`src/rtl/multi_channel_debounce_pkg.sv`:
```
// Shared definitions for the multi-channel debouncer: FSM state encoding and counter terminal helper.
// Latency: n/a (package only).
// Backpressure: n/a (package only).
package debounce_pkg;

    // Per-channel FSM state encoding
    typedef enum logic [1:0] {
        IDLE    = 2'd0,
        QUALIFY = 2'd1,
        ACTIVE  = 2'd2,
        HOLD    = 2'd3
    } state_t;

    // Largest value a counter of the given width can hold (2^width - 1)
    function automatic int unsigned terminalCount(input int unsigned width);
        return (32'd1 << width) - 32'd1;
    endfunction

endpackage

```
`src/rtl/multi_channel_debounce_if.sv`:
```
// Bundle of per-channel raw inputs, configuration and debounced results.
// Latency: n/a (wiring only).
// Backpressure: none; all signals are level/strobe, no handshake.
// master: drives inputs/activeLowMask/filterEnable, observes results.
// slave : the debouncer; consumes inputs/config, drives results.
interface multi_channel_debounce_if #(
    parameter int CHANNELS = 4
);
    logic [CHANNELS-1:0] inputs;
    logic [CHANNELS-1:0] activeLowMask;
    logic [CHANNELS-1:0] filterEnable;
    logic [CHANNELS-1:0] debounced;
    logic [CHANNELS-1:0] assertStrobe;
    logic [CHANNELS-1:0] releaseStrobe;
    logic                anyActive;

    modport master (
        output inputs, activeLowMask, filterEnable,
        input  debounced, assertStrobe, releaseStrobe, anyActive
    );

    modport slave (
        input  inputs, activeLowMask, filterEnable,
        output debounced, assertStrobe, releaseStrobe, anyActive
    );
endinterface

```
`src/rtl/multi_channel_debounce_channel.sv`:
```
// One debouncer channel: polarity normalisation, synchroniser, optional qualification, pulse stretcher, strobes.
// Latency: SYNC_STAGES+1 cycles raw-to-debounced (filter off); +2^FILTER_COUNTER_WIDTH with filter on.
// Backpressure: none; free-running, outputs are registered levels/strobes.
// Ports: clk, resetN (async active-low), raw input, active_low polarity, filter_en,
//        debounced level, assert_strobe / release_strobe one-cycle pulses.
module debounce_channel
    import debounce_pkg::*;
#(
    parameter int HIGH_COUNTER_WIDTH   = 6,
    parameter int FILTER_COUNTER_WIDTH = 3,
    parameter int SYNC_STAGES          = 2
) (
    input  logic clk,
    input  logic resetN,
    input  logic raw,
    input  logic active_low,
    input  logic filter_en,
    output logic debounced,
    output logic assert_strobe,
    output logic release_strobe
);

    // Qualification ends when the filter counter hits its terminal value.
    localparam logic [FILTER_COUNTER_WIDTH-1:0] FILT_LAST =
        FILTER_COUNTER_WIDTH'(terminalCount(FILTER_COUNTER_WIDTH));
    // HOLD is entered with the counter at 0, so stopping one short of the
    // terminal value gives a tail of exactly 2^HIGH_COUNTER_WIDTH-1 cycles.
    localparam logic [HIGH_COUNTER_WIDTH-1:0] HOLD_LAST =
        HIGH_COUNTER_WIDTH'(terminalCount(HIGH_COUNTER_WIDTH) - 1);

    logic [SYNC_STAGES-1:0]          sync;
    logic                            act_s;
    state_t                          state;
    logic [FILTER_COUNTER_WIDTH-1:0] filt_cnt;
    logic [HIGH_COUNTER_WIDTH-1:0]   hold_cnt;

    // Polarity is folded in before the first flop so the whole chain is active-high.
    always_ff @(posedge clk or negedge resetN) begin
        if (!resetN) begin
            sync <= '0;
        end else begin
            sync <= {sync[SYNC_STAGES-2:0], raw ^ active_low};
        end
    end

    assign act_s = sync[SYNC_STAGES-1];

    always_ff @(posedge clk or negedge resetN) begin
        if (!resetN) begin
            state          <= IDLE;
            filt_cnt       <= '0;
            hold_cnt       <= '0;
            debounced      <= 1'b0;
            assert_strobe  <= 1'b0;
            release_strobe <= 1'b0;
        end else begin
            assert_strobe  <= 1'b0;
            release_strobe <= 1'b0;
            case (state)
                IDLE: begin
                    if (act_s) begin
                        if (filter_en) begin
                            state    <= QUALIFY;
                            filt_cnt <= '0;
                        end else begin
                            state         <= ACTIVE;
                            debounced     <= 1'b1;
                            assert_strobe <= 1'b1;
                        end
                    end
                end
                QUALIFY: begin
                    if (filt_cnt == FILT_LAST) begin
                        // The window is complete; the input may already have
                        // dropped this cycle, in which case the tail starts now.
                        debounced     <= 1'b1;
                        assert_strobe <= 1'b1;
                        if (act_s) begin
                            state <= ACTIVE;
                        end else begin
                            state    <= HOLD;
                            hold_cnt <= '0;
                        end
                    end else if (!act_s) begin
                        state <= IDLE;
                    end else begin
                        filt_cnt <= filt_cnt + 1'b1;
                    end
                end
                ACTIVE: begin
                    if (!act_s) begin
                        state    <= HOLD;
                        hold_cnt <= '0;
                    end
                end
                HOLD: begin
                    if (act_s) begin
                        // Bounce during the tail: merge into the same pulse.
                        state <= ACTIVE;
                    end else if (hold_cnt == HOLD_LAST) begin
                        state          <= IDLE;
                        debounced      <= 1'b0;
                        release_strobe <= 1'b1;
                    end else begin
                        hold_cnt <= hold_cnt + 1'b1;
                    end
                end
                default: begin
                    state <= IDLE;
                end
            endcase
        end
    end

endmodule

```
`src/rtl/multi_channel_debounce.sv`:
```
// N independent debounce/stretch channels plus a registered any-active flag.
// Latency: SYNC_STAGES+1 cycles to debounced; anyActive one cycle after debounced.
// Backpressure: none; free-running.
// Ports: clk, resetN (async active-low), bus (slave modport: inputs, activeLowMask,
//        filterEnable in; debounced, assertStrobe, releaseStrobe, anyActive out).
module multi_channel_debounce
    import debounce_pkg::*;
#(
    parameter int CHANNELS             = 4,
    parameter int HIGH_COUNTER_WIDTH   = 6,
    parameter int FILTER_COUNTER_WIDTH = 3,
    parameter int SYNC_STAGES          = 2
) (
    input  logic                    clk,
    input  logic                    resetN,
    multi_channel_debounce_if.slave bus
);

    logic [CHANNELS-1:0] deb_v;
    logic [CHANNELS-1:0] assert_v;
    logic [CHANNELS-1:0] release_v;
    logic                any_active;

    for (genvar i = 0; i < CHANNELS; i++) begin : g_ch
        debounce_channel #(
            .HIGH_COUNTER_WIDTH  (HIGH_COUNTER_WIDTH),
            .FILTER_COUNTER_WIDTH(FILTER_COUNTER_WIDTH),
            .SYNC_STAGES         (SYNC_STAGES)
        ) u_ch (
            .clk           (clk),
            .resetN        (resetN),
            .raw           (bus.inputs[i]),
            .active_low    (bus.activeLowMask[i]),
            .filter_en     (bus.filterEnable[i]),
            .debounced     (deb_v[i]),
            .assert_strobe (assert_v[i]),
            .release_strobe(release_v[i])
        );
    end

    always_ff @(posedge clk or negedge resetN) begin
        if (!resetN) begin
            any_active <= 1'b0;
        end else begin
            any_active <= |deb_v;
        end
    end

    assign bus.debounced     = deb_v;
    assign bus.assertStrobe  = assert_v;
    assign bus.releaseStrobe = release_v;
    assign bus.anyActive     = any_active;

endmodule

```
`src/flat_wrapper.sv`:
```
// flat-port wrapper written by rule: the top's interface ports become plain ports
module multi_channel_debounce_flat import debounce_pkg::*;
#(
    parameter int CHANNELS             = 4,
    parameter int HIGH_COUNTER_WIDTH   = 6,
    parameter int FILTER_COUNTER_WIDTH = 3,
    parameter int SYNC_STAGES          = 2
)
  (clk, resetN, bus_inputs, bus_activeLowMask, bus_filterEnable, bus_debounced, bus_assertStrobe, bus_releaseStrobe, bus_anyActive);
  multi_channel_debounce_if #(.CHANNELS(CHANNELS)) bus_i ();
  input  logic clk;
  input  logic resetN;
  input wire logic [$bits(bus_i.inputs)-1:0] bus_inputs;
  input wire logic [$bits(bus_i.activeLowMask)-1:0] bus_activeLowMask;
  input wire logic [$bits(bus_i.filterEnable)-1:0] bus_filterEnable;
  output wire logic [$bits(bus_i.debounced)-1:0] bus_debounced;
  output wire logic [$bits(bus_i.assertStrobe)-1:0] bus_assertStrobe;
  output wire logic [$bits(bus_i.releaseStrobe)-1:0] bus_releaseStrobe;
  output wire logic [$bits(bus_i.anyActive)-1:0] bus_anyActive;
  assign bus_i.inputs = bus_inputs;
  assign bus_i.activeLowMask = bus_activeLowMask;
  assign bus_i.filterEnable = bus_filterEnable;
  assign bus_debounced = bus_i.debounced;
  assign bus_assertStrobe = bus_i.assertStrobe;
  assign bus_releaseStrobe = bus_i.releaseStrobe;
  assign bus_anyActive = bus_i.anyActive;
  multi_channel_debounce #(.CHANNELS(CHANNELS), .HIGH_COUNTER_WIDTH(HIGH_COUNTER_WIDTH), .FILTER_COUNTER_WIDTH(FILTER_COUNTER_WIDTH), .SYNC_STAGES(SYNC_STAGES)) u_core (.clk(clk), .resetN(resetN), .bus(bus_i));
endmodule
```
`config.mk`:
```
export PLATFORM = sky130hd
export DESIGN_NAME = multi_channel_debounce_flat
export DESIGN_NICKNAME = d
export VERILOG_FILES = /design/src/rtl/multi_channel_debounce_pkg.sv /design/src/rtl/multi_channel_debounce_if.sv /design/src/rtl/multi_channel_debounce_channel.sv /design/src/rtl/multi_channel_debounce.sv /design/src/flat_wrapper.sv
export SDC_FILE = /design/constraint.sdc
export NUM_CORES = 1
export LEC_CHECK = 0
export CORE_MARGIN = 1
export CORE_UTILIZATION = 50
export CTS_CLUSTER_DIAMETER = 150
export CTS_CLUSTER_SIZE = 14
export DETAILED_ROUTE_END_ITERATION = 10
export PLACE_DENSITY = 0.72
export SKIP_CTS_REPAIR_TIMING = 1
export SYNTH_ARGS = -nofsm -noshare
export SYNTH_HDL_FRONTEND = slang
export SYNTH_SLANG_ARGS = --single-unit
```
`constraint.sdc`:
```
create_clock -name clk -period 1.7 [get_ports clk]
set_clock_uncertainty 0.15 [all_clocks]
set_input_delay 0.34 -clock clk [delete_from_list [all_inputs] [get_ports clk]]
set_output_delay 0.34 -clock clk [all_outputs]
set_load 0.05 [all_outputs]
```
==> metrics.txt <==
antenna viol nets, final 0; post-synth top area cell dfrtp_1; initial drt markers 185; Top FF cell, synth dfrtp_1; Wirelength per Cell between 10 and 15 um; Post-synth top cells dfrtp_1 (65), nand2_1 (32), o21ai_0 (29), a21oi_1 (28), nor2_1 (27); Via Count 3,082; RSZ-0062 raised after global routing yes; async set-reset flop share out of synthesis 1.00; Clock Latency Late Sink 0.35 ns; Reg clk slew, reported paths about 0.07 ns; failing checks negative setup slack; VDD IR max 737 uV; final net count approximately 500; die width between 80 and 90 um; critical path endpoint category register; CP required roughly 1.8 ns; Critical Path Start Type register; Crit Path Max Fanout 3; top-count cell post-synth dfrtp_1; first-pass GRT wire length ~13,000 um; final hold violation count 0; DRC 0; fin crit share 1.07; Synth top area share 0.444; First-pass DRT Iterations 4; H-tree depth 3; Clock Sink Count 65; row cnt 30; CTS tree done; worst setup path category reg -> reg; status finished with violations; via-per-instance ratio around 5.6; Reg-to-Reg Start u_core.g_ch[1].u_ch.filt_cnt[1]; largest net degree at the start of global routing 66; post-layout worst setup margin -0.116 ns; antenna violations before repair 0; # Max-Cap Violations 0; die height 87.6 um; Netlist Area Pre-Place 0.00366 mm2; antenna cells 0; Power per Cell Area 1160 mW/mm2; Slew @ Worst Pin about 0.46 ns; Core Region 0.00694 mm2; HPWL Detailed 5270 um; Post-Synthesis Cells 387; CTS Buf Count 9; grt ovf 0; Root Buffer clkbuf_8; CP arrival 1.90 ns; post-synth net total 421; PortBufs 26; vias in the first global route 2,853; crit path time final 1.82 ns; final setup fails 6; Worst setup startpoint u_core.g_ch[1].u_ch.filt_cnt[1]; register area share after synthesis 0.444; placed cells 529; fin area 0.00488 mm2; Final GP Congestion 0.834; # IOs 27; leak pwr 2.09 nW; Hold Path Class reg -> reg; Area Growth Syn to Fin 33.3%; Die ar. approximately 0.0077 mm2; top cells by area in the synthesized netlist dfrtp_1 (44%), ha_1 (6.8%), o21ai_0 (4.0%); Avg Cell Area, Syn 9.47 um2; Post-synth EDFFs 0; Max Root-Sink Buffers 2; Routed WL 7940 um; Max Freq 0.551 GHz; final non-filler cell total ~550; Distinct cells, synth 56; fillers 500; Slew Viols, Final 0; Initial Util 0.528; share of layout cells above drive strength 1 0.304; Area after DPL 0.00440 mm2; GRT Resource Usage Total 0.214; synth warn 0; worst hold start u_core.g_ch[1].u_ch.sync[0]; Synth Register Bits 65; Max-Slew Margin vs Limit 0.688
==> metal layers <==
layer,global-route usage,vias to the layer above,wire (um)
met4,0.0984,0,100
met1,0.287,1519,3720
li1,-,1506,-
met5,0,-,0
met3,0.0292,9,236
met2,0.347,48,3880
==> cell type report <==
| class | instances | area, um2 | area share |
|---|---|---|---|
| multi-input cells | 276 | 2050 | 0.419 |
| flip-flops and latches | 65 | 1630 | 0.334 |
| repair buffers | 81 | 821 | 0.168 |
| clock buffers | 9 | 124 | 0.0254 |
| well taps | 96 | 120 | 0.0246 |
| clock inverters | 7 | 71.3 | 0.0146 |
| inverters | 19 | 71.3 | 0.0146 |
==> cell families after synthesis <==
logic type / count (synthesis) / synth area share
and+or+nand+nor: 124 / 0.170
muxes: 13 / 0.0372
buffers and inverters: 46 / 0.0656
AOI/OAI and AO/OA: 111 / 0.196
DFF: 65 / 0.444
adders and majority gates: 20 / 0.0683
xor gates and xnor gates: 8 / 0.0191
==> flip-flops by register name, indices dropped and copies added, names as in the netlist <==
signal	count
u_core.bus.anyActive	1
u_core.g_ch.u_ch.assert_strobe	4
u_core.g_ch.u_ch.debounced	4
u_core.g_ch.u_ch.filt_cnt	12
u_core.g_ch.u_ch.hold_cnt	24
u_core.g_ch.u_ch.release_strobe	4
u_core.g_ch.u_ch.state	8
u_core.g_ch.u_ch.sync	8
==> metrics by stage <==
step	utilization	total power [W]	worst slack (ns)	hold WS [ns]	TNS (ns)
2_1_floorplan	-	0.00335	-0.136	-0.106	-0.223
3_3_place_gp	0.634	0.00398	-0.0605	0.183	-0.285
3_5_place_dp	0.634	0.00407	-0.126	0.185	-0.727
4_1_cts	0.662	0.00540	-0.126	-0.147	-0.624
5_1_grt	0.703	0.00604	-0.209	0.210	-1.43
6_report	0.703	0.00566	-0.116	0.200	-0.424
==> where the power goes <==
part	switching, W	internal, W
clock network	0.000635	0.000673
logic	0.00104	0.00108
registers	0.000379	0.00185
total	0.00205	0.00360
==> path summary, 6_finish.rpt <==
| kind | endpoint | slack [ns] | depth (start not counted) |
|---|---|---|---|
| setup reg to reg | u_core.g_ch[1].u_ch.filt_cnt[1] | -0.12 | 6 |
| max in group asynchronous | u_core.g_ch[0].u_ch.state[1] | 0.70 | 3 |
| setup / recovery | u_core.g_ch[1].u_ch.filt_cnt[1] | -0.12 | 6 |
| hold reg to reg | u_core.g_ch[1].u_ch.sync[1] | 0.20 | 0 |
| hold / removal | u_core.g_ch[1].u_ch.sync[1] | 0.20 | 0 |
| min in group asynchronous | u_core.g_ch[2].u_ch.hold_cnt[3] | 0.39 | 3 |
==> cell usage in the layout (no fill, tap or decap), types with 3 or more instances in the layout <==
master           Yosys  final
a21oi_1             28     22
ha_4                 0      9
clkdlybuf4s50_1      0     12
mux2_4               0      3
dfrtp_2              0      3
dfrtp_1             65     62
o2111ai_1            3      3
ha_1                20      9
or4_1                3      3
nor2b_1             10      9
nand2_1             32     31
xor2_1               6      6
a22o_1               6      6
a21oi_2              1      7
o21ai_1              0      7
nor3_1               7      6
inv_1               19     18
or2_2                7      3
a2bb2oi_1            4      3
o21ai_0             29     19
nor2_1              27     25
clkinvlp_4           0      3
o21ai_2              0      3
nand2b_1             8      8
or3_1                5      5
nand3_1             13     12
o31ai_1              7      7
or2_4                1      5
buf_12               0     14
o22ai_1              4      4
mux2i_1              8      8
clkbuf_8             0      9
buf_4               14     51
==> worst max-delay path, stage by stage, from the launching register on <==
cell and delay, ns:
dfrtp_1 0.41, ha_4 0.18, buf_6 0.11, ha_4 0.14, mux2i_1 0.16, and2_4 0.20, mux2_2 0.33
(Power assumes the default switching activity.)
